File: src/rtl/conv_mem_pkg.sv
// conv_mem_pkg
// Shared constants and helpers for the convolution operand store.
//   DEF_DW / DEF_IMG_DIM / DEF_K_DIM : default element width and tile sizes
//   IMG_W / KER_W                     : flattened image / kernel widths (defaults)
//   SUM_W                             : width of the unsigned image-element sum (defaults)
//   elem_lsb(r, c, dim, dw)           : bit LSB of element (r,c) in a row-major flat vector
package conv_mem_pkg;

  localparam int DEF_DW      = 8;
  localparam int DEF_IMG_DIM = 4;
  localparam int DEF_K_DIM   = 3;

  localparam int IMG_W = DEF_IMG_DIM * DEF_IMG_DIM * DEF_DW;
  localparam int KER_W = DEF_K_DIM * DEF_K_DIM * DEF_DW;
  localparam int SUM_W = DEF_DW + $clog2(DEF_IMG_DIM * DEF_IMG_DIM);

  function automatic int elem_lsb(input int r, input int c, input int dim,
                                  input int dw = DEF_DW);
    return (r * dim + c) * dw;
  endfunction

endpackage

File: src/rtl/conv_operand_bank.sv
// conv_operand_bank
// One storage bank of the operand ping-pong: holds an image tile and a kernel,
// loaded together when we_i is high. Async active-low reset clears the bank.
// Optional macro OPERAND_SUM_EN adds a stored image-element sum.
// Ports:
//   clk, rst   : clock, asynchronous active-low reset
//   we_i       : load img_i/ker_i (and sum_i) on this rising edge
//   img_i/ker_i: data to store
//   img_o/ker_o: stored data
//   sum_i/sum_o: stored image sum (OPERAND_SUM_EN only)
module conv_operand_bank
  import conv_mem_pkg::*;
#(
  parameter int DW      = DEF_DW,
  parameter int IMG_DIM = DEF_IMG_DIM,
  parameter int K_DIM   = DEF_K_DIM,
  localparam int IMG_BITS = IMG_DIM * IMG_DIM * DW,
  localparam int KER_BITS = K_DIM * K_DIM * DW
`ifdef OPERAND_SUM_EN
  , localparam int SUM_BITS = DW + $clog2(IMG_DIM * IMG_DIM)
`endif
) (
  input  logic                clk,
  input  logic                rst,
  input  logic                we_i,
  input  logic [IMG_BITS-1:0] img_i,
  input  logic [KER_BITS-1:0] ker_i,
  output logic [IMG_BITS-1:0] img_o,
  output logic [KER_BITS-1:0] ker_o
`ifdef OPERAND_SUM_EN
  , input  logic [SUM_BITS-1:0] sum_i
  , output logic [SUM_BITS-1:0] sum_o
`endif
);

  logic [IMG_BITS-1:0] img_q;
  logic [KER_BITS-1:0] ker_q;

  always_ff @(posedge clk or negedge rst) begin
    if (!rst) begin
      img_q <= '0;
      ker_q <= '0;
    end else if (we_i) begin
      img_q <= img_i;
      ker_q <= ker_i;
    end
  end

  assign img_o = img_q;
  assign ker_o = ker_q;

`ifdef OPERAND_SUM_EN
  logic [SUM_BITS-1:0] sum_q;

  always_ff @(posedge clk or negedge rst) begin
    if (!rst) begin
      sum_q <= '0;
    end else if (we_i) begin
      sum_q <= sum_i;
    end
  end

  assign sum_o = sum_q;
`endif

endmodule

File: src/rtl/conv_operand_pingpong.sv
// conv_operand_pingpong
// Two-bank ping-pong operand store between the loader and the convolution
// compute array. One image tile + one kernel are captured per beat into the
// write bank; the read bank is presented to the consumer until released.
// Optional macro OPERAND_SUM_EN adds img_sum (unsigned sum of image elements,
// stored per bank and presented with img_out).
//
// Handshake: a set is captured on a rising edge where in_valid && in_ready;
// in_ready = !clear && occupancy < 2 (combinational). The presented set is
// released on a rising edge where out_release && out_valid; out_valid means the
// read bank is full. img_out/ker_out are stale (bank rd_ptr) when out_valid=0.
// clear flushes occupancy and pointers and overrides capture/release.
//
// Ports:
//   clk, rst             : clock, asynchronous active-low reset
//   clear                : synchronous flush of occupancy/pointers
//   in_valid, in_ready   : capture handshake
//   img_in, ker_in       : flattened operand set, element (r,c) at (r*DIM+c)*DW
//   activate_done        : one-cycle pulse after each capture edge
//   out_valid, out_release : consumer handshake
//   img_out, ker_out     : presented set (bank rd_ptr)
//   out_bank             : index of the presented bank
//   occupancy            : number of full banks (0..2)
//   img_sum              : presented image sum (OPERAND_SUM_EN only)
module conv_operand_pingpong
  import conv_mem_pkg::*;
#(
  parameter int DW      = DEF_DW,
  parameter int IMG_DIM = DEF_IMG_DIM,
  parameter int K_DIM   = DEF_K_DIM,
  localparam int IMG_BITS = IMG_DIM * IMG_DIM * DW,
  localparam int KER_BITS = K_DIM * K_DIM * DW
`ifdef OPERAND_SUM_EN
  , localparam int SUM_BITS = DW + $clog2(IMG_DIM * IMG_DIM)
`endif
) (
  input  logic                clk,
  input  logic                rst,
  input  logic                clear,
  input  logic                in_valid,
  output logic                in_ready,
  input  logic [IMG_BITS-1:0] img_in,
  input  logic [KER_BITS-1:0] ker_in,
  output logic                activate_done,
  output logic                out_valid,
  input  logic                out_release,
  output logic [IMG_BITS-1:0] img_out,
  output logic [KER_BITS-1:0] ker_out,
  output logic                out_bank,
  output logic [1:0]          occupancy
`ifdef OPERAND_SUM_EN
  , output logic [SUM_BITS-1:0] img_sum
`endif
);

  logic       wr_ptr_q, wr_ptr_d;
  logic       rd_ptr_q, rd_ptr_d;
  logic [1:0] occ_q, occ_d;
  logic       act_q, act_d;
  logic       cap, rel;

  logic [IMG_BITS-1:0] bank_img [2];
  logic [KER_BITS-1:0] bank_ker [2];

  assign in_ready  = !clear && (occ_q != 2'd2);
  assign out_valid = (occ_q != 2'd0);
  assign cap       = in_valid && in_ready;
  // clear wins over a same-cycle release; capture is already blocked by in_ready.
  assign rel       = out_release && out_valid && !clear;

  always_comb begin
    wr_ptr_d = wr_ptr_q;
    rd_ptr_d = rd_ptr_q;
    occ_d    = occ_q;
    act_d    = 1'b0;
    if (clear) begin
      wr_ptr_d = 1'b0;
      rd_ptr_d = 1'b0;
      occ_d    = 2'd0;
    end else begin
      if (cap) begin
        wr_ptr_d = ~wr_ptr_q;
        act_d    = 1'b1;
      end
      if (rel) begin
        rd_ptr_d = ~rd_ptr_q;
      end
      // Simultaneous capture and release leaves occupancy unchanged.
      if (cap && !rel) begin
        occ_d = occ_q + 2'd1;
      end else if (!cap && rel) begin
        occ_d = occ_q - 2'd1;
      end
    end
  end

  always_ff @(posedge clk or negedge rst) begin
    if (!rst) begin
      wr_ptr_q <= 1'b0;
      rd_ptr_q <= 1'b0;
      occ_q    <= 2'd0;
      act_q    <= 1'b0;
    end else begin
      wr_ptr_q <= wr_ptr_d;
      rd_ptr_q <= rd_ptr_d;
      occ_q    <= occ_d;
      act_q    <= act_d;
    end
  end

`ifdef OPERAND_SUM_EN
  logic [SUM_BITS-1:0] sum_in;
  logic [SUM_BITS-1:0] bank_sum [2];

  always_comb begin
    sum_in = '0;
    for (int r = 0; r < IMG_DIM; r++) begin
      for (int c = 0; c < IMG_DIM; c++) begin
        sum_in = sum_in + SUM_BITS'(img_in[elem_lsb(r, c, IMG_DIM, DW) +: DW]);
      end
    end
  end
`endif

  for (genvar b = 0; b < 2; b++) begin : g_bank
    conv_operand_bank #(
      .DW      (DW),
      .IMG_DIM (IMG_DIM),
      .K_DIM   (K_DIM)
    ) u_bank (
      .clk   (clk),
      .rst   (rst),
      .we_i  (cap && (wr_ptr_q == 1'(b))),
      .img_i (img_in),
      .ker_i (ker_in),
      .img_o (bank_img[b]),
      .ker_o (bank_ker[b])
`ifdef OPERAND_SUM_EN
      , .sum_i (sum_in)
      , .sum_o (bank_sum[b])
`endif
    );
  end

  assign img_out       = bank_img[rd_ptr_q];
  assign ker_out       = bank_ker[rd_ptr_q];
  assign out_bank      = rd_ptr_q;
  assign occupancy     = occ_q;
  assign activate_done = act_q;

`ifdef OPERAND_SUM_EN
  assign img_sum = bank_sum[rd_ptr_q];
`endif

endmodule

File: config.mk
export PLATFORM = sky130hd
export DESIGN_NAME = conv_operand_pingpong
export DESIGN_NICKNAME = d
export VERILOG_FILES = /design/src/rtl/conv_mem_pkg.sv /design/src/rtl/conv_operand_bank.sv /design/src/rtl/conv_operand_pingpong.sv
export SDC_FILE = /design/constraint.sdc
export NUM_CORES = 1
export LEC_CHECK = 0
export ABC_AREA = 1
export CAP_MARGIN = 20
export CORE_ASPECT_RATIO = 1.75
export CORE_UTILIZATION = 35
export CTS_CLUSTER_SIZE = 14
export DETAILED_ROUTE_END_ITERATION = 16
export GPL_ROUTABILITY_DRIVEN = 1
export PLACE_DENSITY_LB_ADDON = 0.1
export SYNTH_ARGS = -nofsm -noshare
export SYNTH_HDL_FRONTEND = slang
export SYNTH_HIERARCHICAL = 1
export SYNTH_SLANG_ARGS = --single-unit
File: constraint.sdc
create_clock -name clk -period 5.2 [get_ports clk]
set_clock_uncertainty 0.2 [all_clocks]
set_input_delay 1.04 -clock clk [delete_from_list [all_inputs] [get_ports clk]]
set_output_delay 1.04 -clock clk [all_outputs]
set_load 0.03 [all_outputs]
; ---- After elaboration in Yosys (flattened, before gate mapping)
; Cells that the tools add are included.
[totals]
regBits = 405
output_inout_bits = 206
wordCells = 45
[classes]
add_sub_neg = 2
n_lt_le_gt_ge = 1
n_eq_ne = 1
muxes = 15
n_bitwise = 3
reduce_logical = 15
[op_table]
columns = operator, count
row1 = 2-to-1 mux 128 bit, 3
row2 = 2-to-1 mux 72 bit, 3
row3 = logical AND 1 bit, 8
row4 = 2-to-1 mux 1 bit, 6
row5 = 2-to-1 mux 2 bit, 3
row6 = nonzero test 2 bit, 3
row7 = logical NOT 1 bit, 3
row8 = nonzero test 3 bit, 1
row9 = "adder 2 x 1 -> 2 bit, second input constant", 1
row10 = "greater-or-equal comparator 2 bit, second input constant", 1
row11 = "!= test 2 bit, second input constant", 1
row12 = inverter 1 bit, 2
row13 = inverter 1 -> 2 bit, 1
row14 = "subtractor 2 x 1 -> 2 bit, second input constant", 1

; ---- Longest topological paths before layout
; Gate-level depths: netlist (run 1).
[depth]
depth_word = 8
depth_mapped = 9

; ---- Modules after synthesis
; The synthesis (run 1) kept the hierarchy.
[by_module_without_submodules]
columns = module, instances, cells_per_inst, area_each_um2, seq_area_each_um2
row1 = conv_operand_bank, 2, 845, 7756.2, 5004.8
row2 = conv_operand_pingpong, 1, 685, 2776.4, 125.1

; ---- Least setup slack after synthesis (run 1)
; OpenSTA, ideal clock, no wires.
[synth_timing]
kind = input-to-output
startpoint = input port clear
endpoint = output port in_ready
t_arrival_ns = 1.520
t_required_ns = 3.960
slack_ns = 2.440
cell_stages = 1
n_path_buf = 0
cell_sequence = a21oi_1
[synth_via]
elab_chain_len = 2
[synth_lines]
columns = element, line
row1 = from (decl), conv_operand_pingpong.sv:39  ; input logic clear,
row2 = logical NOT 1 bit, conv_operand_pingpong.sv:65  ; assign in_ready = !clear && (occ_q != 2'd2);
row3 = logical AND 1 bit, conv_operand_pingpong.sv:65
row4 = to (decl), conv_operand_pingpong.sv:41  ; output logic in_ready,
; Every way passes these cells.

; ---- Worst setup path in the final report (run 1)
[layout_timing]
startpoint = register rd_ptr_q (netlist: out_bank)
endpoint = output port img_out[113]
[layout_via]
elab_chain_len = 4
[layout_lines]
columns = element, line
row1 = from (decl), conv_operand_pingpong.sv:57  ; logic rd_ptr_q, rd_ptr_d;
row2 = from (signal assigned), conv_operand_pingpong.sv:105  ; rd_ptr_q <= rd_ptr_d;
row3 = inverter 1 -> 2 bit (implied by the code), conv_operand_pingpong.sv:145  ; assign img_out = bank_img[rd_ptr_q];
row4 = 2-to-1 mux 128 bit (implied by the code) (3 in a row), conv_operand_pingpong.sv:145
row5 = to (decl), conv_operand_pingpong.sv:47  ; output logic [IMG_BITS-1:0] img_out,
; Every way passes these cells. The select of a mux whose other input is x is not followed.

==> impl_results.rst, run 1 <==
.. list-table::
   :header-rows: 1

   * - Metric
     - Value
   * - Final routed wirelength across all metal layers
     - 56,400 um
   * - Overall die width
     - 175 um
   * - Most frequent cell after synthesis
     - nand2_1
   * - FF-to-FF setup slack
     - 2.61 ns
   * - Remaining routing DRC violations
     - 0
   * - Clock Path Buffers
     - 3
   * - Post-detailed-route via-to-cell ratio
     - 4.61
   * - HPWL after detailed placement
     - 34,400 um
   * - Port Buffers
     - 410
   * - Share of post-route cells with drive strength above 1
     - 0.0364
   * - CTS tree
     - built
   * - Unique masters post-synth
     - 19
   * - Capturing element type of the critical path
     - output port
   * - CTS hold repair buffers
     - 0
   * - Via total after detailed routing
     - 15,775
   * - Number of slew-limit violations in the final report
     - 0
   * - Global-route wire length before repair
     - 89,700 um
   * - Highest routed layer
     - met5
   * - Startpoint kind of the worst setup timing path
     - flop
   * - Root buffer selected by CTS
     - clkbuf_16
   * - Setup fix buffers added after clock tree synthesis
     - 0
   * - Final TNS setup
     - 0 ns
   * - Reg2reg start
     - occupancy[0]$_DFFE_PN0P_
   * - Vert. Die Dim
     - 304 um
   * - Crit path kind
     - flop to output port
   * - Syn Std Cell Area
     - 18,300 um^2
   * - Post-Place Setup Slack
     - 1.47 ns
   * - Clock tree sinks
     - 405
   * - Io pins
     - 411
   * - Part of the cycle the worst path needs
     - 0.811
   * - Crit path time final
     - 4.22 ns
   * - Worst endpoint required time
     - 3.96 ns
   * - Design area
     - 23,700 um^2
   * - Synthesized netlist net count
     - 2,580
   * - Worst-path fanout max
     - 201
   * - Post-CTS clock slew at the launch and capture registers of the worst setup and hold paths
     - 0.06 ns
   * - Top-area cell type share of the netlist area
     - 0.554
   * - Worst slew margin relative to its limit
     - 0.265
   * - Non-filler cells in the finished layout
     - 3,420
   * - Wire length on met3
     - 4090 um
   * - CP Launch Point
     - out_bank$_DFFE_PN0P_
   * - Nets
     - 2,925
   * - RD Place Congestion
     - 0.792
   * - Largest net degree at the start of global routing
     - 202
   * - Placement-stage cell area
     - 22,400 um^2
   * - Clk_lat worst skew
     - 0.53 ns
   * - Via count of the first global-routing pass
     - 15,760
   * - Class of the worst hold path
     - flop to flop
   * - Number of cells on the worst reg-to-reg path
     - 8
   * - Final Hold Viols
     - 0
   * - Crit path DAT
     - 2.98 ns
   * - Commonest register cell after synthesis
     - dfrtp_1
   * - Maximum vdd ir drop
     - 0.381 mV
   * - Cell Pwr Density
     - 659 nW/um^2
   * - Async S/R FF share, synth
     - 1.00
   * - Routed length per placed instance
     - 16.5 um
   * - Actual slew at the worst max-slew pin
     - 1.10 ns
   * - Inserted Clock Buffers
     - 41
   * - Dominant cell type by area after synthesis
     - dfrtp_1
   * - Die outline area
     - 53,200 um^2
   * - Number of DRC violations after detailed-routing iteration 0
     - 932
   * - Sequential cell area fraction in the yosys report
     - 0.554
   * - Setup WS post-layout
     - 0.983 ns
   * - Leakage power summed over all cells
     - 12.6 nW
   * - Placed instance count
     - 3,349
   * - Antenna violations before repair
     - 4
   * - Number of max-capacitance violations reported
     - 0
   * - Total chip power
     - 15.6 mW
   * - Gate count of the mapped netlist
     - 2,375
   * - Number of detailed-routing iterations run before antenna repair
     - 4
   * - End of the critical path
     - img_out[113]
   * - Capture instance of the worst register-to-register path
     - g_bank[0].u_bank/img_o[36]$_DFFE_PN0P_
   * - Starting density of the core
     - 0.355
   * - Outcome
     - finished, final reports clean
   * - Largest cells by area after synthesis
     - dfrtp_1 (55%), nand2_1 (37%), buf_8 (3.3%), buf_4 (1.5%), buf_2 (1.0%)
   * - Total GRT Usage
     - 0.213
   * - Area overhead of the layout relative to synthesis
     - 29.7%
   * - Fmax achieved
     - 237 MHz
   * - Number of levels the H-tree was split into
     - 2
   * - Setup repair after global routing missed its margin
     - false
   * - Area inside the core boundary
     - 51,500 um^2
   * - EDFF count, synth
     - 0
   * - Number of routed nets with antenna violations
     - 0
   * - Post-CTS Resized
     - 0
   * - Total gr overflow
     - 0
   * - Met2 WL
     - 27,100 um
   * - Post-synthesis sequential element count
     - 405
   * - Routed length on met1
     - 23,700 um
   * - Count of yosys warnings during synthesis
     - 6
   * - Mean Syn Cell Area
     - 7.70 um^2
   * - Final setup vio count
     - 0
   * - Top cells by instance count after synthesis
     - nand2_1 (1,809), dfrtp_1 (405), buf_8 (40)
   * - FP Rows
     - 110
[cell type report]
cell class	count	area, um^2
well taps	672	841
repair buffers	434	4400
clock buffers	61	1230
clock inverters	9	124
multi-input cells	1825	6920
fillers	5191	27800
flip-flops and latches	405	10100
inverters	13	63.8
diodes	1	2.50
[placed cells by master (no fill, tap or decap), drive strengths merged, types with 4 or more instances in the layout]
cell type and instances:
nand2 1810, clkdlybuf4s50 409, dfrtp 405, clkbuf 61
buf 25, inv 14, clkinv 5, nor2 5
nand3 4, o21ai 4
[cell families (layout without fill, tap and decap cells)]
kind of cell	count (synthesis)	count (layout)	synth area share
and+or+nand+nor	1819	1819	0.376
other	0	1	0
buffers and inverters	145	517	0.0685
AOI/OAI and AO/OA	6	6	0.00185
DFF	405	405	0.554
[where the power goes]
part	switching (mW)	total [mW]	internal (mW)
Clock	1.23	3.01	1.78
Sequential	0.783	5.40	4.61
Combinational	4.52	7.23	2.71
Total	6.53	15.6	9.10
[registers in the layout, indices dropped and copies added (netlist names)]
name                 count
occupancy                2
g_bank.u_bank/ker_o    144
activate_done            1
wr_ptr_q                 1
out_bank                 1
g_bank.u_bank/img_o    256
[how the worst min path moves through the flow]
stage | start | endpoint | slack [ns] | depth (start not counted)
after floorplan | g_bank[1].u_bank/ker_o[64]$_DFFE_PN0P_ | g_bank[1].u_bank/ker_o[64]$_DFFE_PN0P_ | 0.24 | 2
after global placement | g_bank[0].u_bank/ker_o[35]$_DFFE_PN0P_ | g_bank[0].u_bank/ker_o[35]$_DFFE_PN0P_ | 0.25 | 2
after detailed placement | g_bank[1].u_bank/ker_o[28]$_DFFE_PN0P_ | g_bank[1].u_bank/ker_o[28]$_DFFE_PN0P_ | 0.26 | 2
after CTS | g_bank[1].u_bank/img_o[99]$_DFFE_PN0P_ | g_bank[1].u_bank/img_o[99]$_DFFE_PN0P_ | 0.27 | 2
after global routing | g_bank[0].u_bank/img_o[64]$_DFFE_PN0P_ | g_bank[0].u_bank/img_o[64]$_DFFE_PN0P_ | 0.28 | 2
final | g_bank[0].u_bank/img_o[87]$_DFFE_PN0P_ | g_bank[0].u_bank/img_o[87]$_DFFE_PN0P_ | 0.27 | 2
[metrics by stage]
stage / util / hold slack (ns)
after floorplan: - / 0.242
after global placement: 0.434 / 0.253
after detailed placement: 0.434 / 0.258
after CTS: 0.461 / 0.273
after global routing: 0.461 / 0.281
final: 0.461 / 0.269
[worst max-delay path, cell delays in order, from the launching register on]
cell,delay (ns)
dfrtp_4,0.45
buf_12,0.76
nand2_1,0.28
nand2_1,0.15
clkdlybuf4s50_1,0.68
[per-layer routing]
layer,global-route usage,up-vias
li1,-,7754
met1,0.268,7469
met2,0.358,458
met3,0.0561,86
met4,0.0621,8
met5,0,-
No activity file was read; power rests on OpenSTA's default activity.
==> inputs of run 2 (changes only) <==
- clock period: 5.2 -> 4 ns (I/O delays scaled with it)
==> run 2 against run 1 <==
Clock-buffer cell count stayed put; clock power rose by 34%; critical path depth grew 1; routed wire length is 0.25% higher; sequential share of layout area shrank 0.32 points; setup slack got worse by 0.63 ns; first-iteration DRC count increased by 11%; sequential power is 30% higher; hold slack got worse by 0.21 ns; power is 31% higher; core utilization up 0.35 points; combinational power grew 31%.
==> impl_results.rst, run 2 (synthesis results as in run 1) <==
.. list-table::
   :header-rows: 1

   * - Metric
     - Value
   * - Root buffer selected by CTS
     - clkbuf_16
   * - Antenna diode count
     - 0
   * - Starting density of the core
     - 0.355
   * - Nets
     - 2,930
   * - Area inside the core boundary
     - 51,500 um^2
   * - Via count of the first global-routing pass
     - 15,771
   * - Remaining routing DRC violations
     - 0
   * - Non-filler cells in the finished layout
     - 3,430
   * - Via total after detailed routing
     - 15,785
   * - Met2 Resource Use GR
     - 0.357
   * - Capturing element type of the critical path
     - output port
   * - Cell at the slowest stage of the critical path
     - clkdlybuf4s50_1
   * - Worst-path fanout max
     - 46
   * - Global-route wire length before repair
     - 89,600 um
   * - Family of cells with the greatest summed delay on the critical path
     - buffers and inverters
   * - Worst slew margin relative to its limit
     - 0.491
   * - Final-layout worst hold slack
     - 0.0633 ns
   * - Max FFs per register
     - 256
   * - Post-detailed-route via-to-cell ratio
     - 4.60
   * - RD Place Congestion
     - 0.774
   * - Utilization of the core after routing
     - 0.464
   * - Placed instance count
     - 3,353
   * - Post-CTS Resized
     - 0
   * - Final routed wirelength across all metal layers
     - 56,500 um
   * - Buf+Inv Stages, Crit Path
     - 3
   * - Number of levels the H-tree was split into
     - 2
   * - Cell Chain, Critical Path
     - inv_6, buf_12, nand2_1, nand2_1, clkdlybuf4s50_1
   * - Antenna violations before repair
     - 4
   * - Setup fix buffers added after clock tree synthesis
     - 0
   * - Area overhead of the layout relative to synthesis
     - 30.7%
   * - Outcome
     - finished, final reports clean
   * - FP Rows
     - 110
   * - Crit path DAT
     - 2.64 ns
   * - Routed length per placed instance
     - 16.5 um
   * - M1 GR Usage
     - 0.269
   * - Setup repair after global routing missed its margin
     - false
   * - HPWL after detailed placement
     - 35,000 um
   * - Cell Pwr Density
     - 858 nW/um^2
   * - Startpoint kind of the worst setup timing path
     - flop
   * - Overall die width
     - 175 um
   * - Clk_lat worst skew
     - 0.54 ns
   * - Share of post-route cells with drive strength above 1
     - 0.0410
   * - CTS hold repair buffers
     - 0
   * - Number of detailed-routing iterations run before antenna repair
     - 7
   * - Placement-stage cell area
     - 22,500 um^2
   * - Most frequent cells in the layout
     - nand2_1 (1,809), clkdlybuf4s50_1 (409), dfrtp_1 (404)
   * - Number of max-capacitance violations reported
     - 0
   * - Vert. Die Dim
     - 304 um
   * - Largest net degree at the start of global routing
     - 108
   * - Part of the cycle the worst path needs
     - 0.911
   * - Total chip power
     - 20.5 mW
   * - Port Buffers
     - 410
   * - Leakage power summed over all cells
     - 12.7 nW
   * - Crit path kind
     - flop to output port
   * - Busiest layer in global routing
     - met2
   * - Clock Path Buffers
     - 3
   * - Global routing met3 resource utilization
     - 0.0481
   * - Critical path's most frequent cell
     - nand2_1
   * - Actual slew at the worst max-slew pin
     - 0.764 ns
   * - Number of slew-limit violations in the final report
     - 0
   * - Fmax achieved
     - 275 MHz
   * - Die outline area
     - 53,200 um^2
   * - Design area
     - 23,900 um^2
   * - Post-Place Setup Slack
     - 0.896 ns
   * - Setup WS post-layout
     - 0.357 ns
   * - Post-CTS clock slew at the launch and capture registers of the worst setup and hold paths
     - 0.06 ns
   * - Total GRT Usage
     - 0.213
   * - Io pins
     - 411
   * - Number of inserted filler cells in the final layout
     - 5,168
   * - Final TNS setup
     - 0 ns
   * - Number of DRC violations after detailed-routing iteration 0
     - 1,035
   * - Delay of the slowest cell on the worst path
     - 0.70 ns
   * - Leading cell type in the layout, fill and taps excluded
     - nand2_1
   * - Worst endpoint required time
     - 3.00 ns
   * - Crit path time final
     - 3.64 ns
   * - Inserted Clock Buffers
     - 42
   * - Class of the worst hold path
     - input pin to async pin
   * - Final setup vio count
     - 0
   * - Final Hold Viols
     - 0
   * - Maximum vdd ir drop
     - 0.464 mV
   * - Clock tree sinks
     - 405
   * - CTS tree
     - built
   * - Number of routed nets with antenna violations
     - 0
   * - Total gr overflow
     - 0
-- run 2: worst register-to-register path: stages (launching register included) --
cell and delay [ns]:
dfrtp_1 0.41, inv_1 0.09, nand2_1 0.11, nand3_4 0.17, nor2_4 0.25, buf_12 0.48
nand2_1 0.21, nand2_1 0.10
-- run 2: report_power, final --
| group | switching (mW) | internal, mW | total (mW) |
|---|---|---|---|
| registers | 1.02 | 6.00 | 7.02 |
| clock network | 1.67 | 2.37 | 4.04 |
| logic | 5.89 | 3.56 | 9.44 |
| total | 8.58 | 11.9 | 20.5 |
-- run 2: per-layer routing --
layer | up-vias | share of wire
met1 | 7411 | 0.42
met4 | 8 | 0.029
met5 | - | 0.00092
li1 | 7773 | -
met3 | 89 | 0.072
met2 | 504 | 0.48
-- run 2: worst paths after layout --
path | slack (ns) | cells past startpoint | endpoint | start
max | 0.36 | 5 | ker_out[62] | out_bank$_DFFE_PN0P_
min | 0.06 | 1 | g_bank[0].u_bank/img_o[100]$_DFFE_PN0P_ | rst
max reg2reg | 1.91 | 7 | g_bank[0].u_bank/img_o[32]$_DFFE_PN0P_ | occupancy[0]$_DFFE_PN0P_
min reg2reg | 0.27 | 2 | g_bank[0].u_bank/ker_o[43]$_DFFE_PN0P_ | g_bank[0].u_bank/ker_o[43]$_DFFE_PN0P_
max in group asynchronous | 2.56 | 3 | g_bank[0].u_bank/ker_o[49]$_DFFE_PN0P_ | rst
min in group clk | 0.27 | 2 | g_bank[0].u_bank/ker_o[43]$_DFFE_PN0P_ | g_bank[0].u_bank/ker_o[43]$_DFFE_PN0P_
-- run 2: final cells by class --
cell class,count,area (um^2),area share
inverters,13,63.8,0.00267
multi-input cells,1825,6920,0.289
flip-flops and latches,405,10100,0.424
clock buffers,61,1250,0.0525
repair buffers,438,4520,0.189
well taps,672,841,0.0352
clock inverters,16,168,0.00701
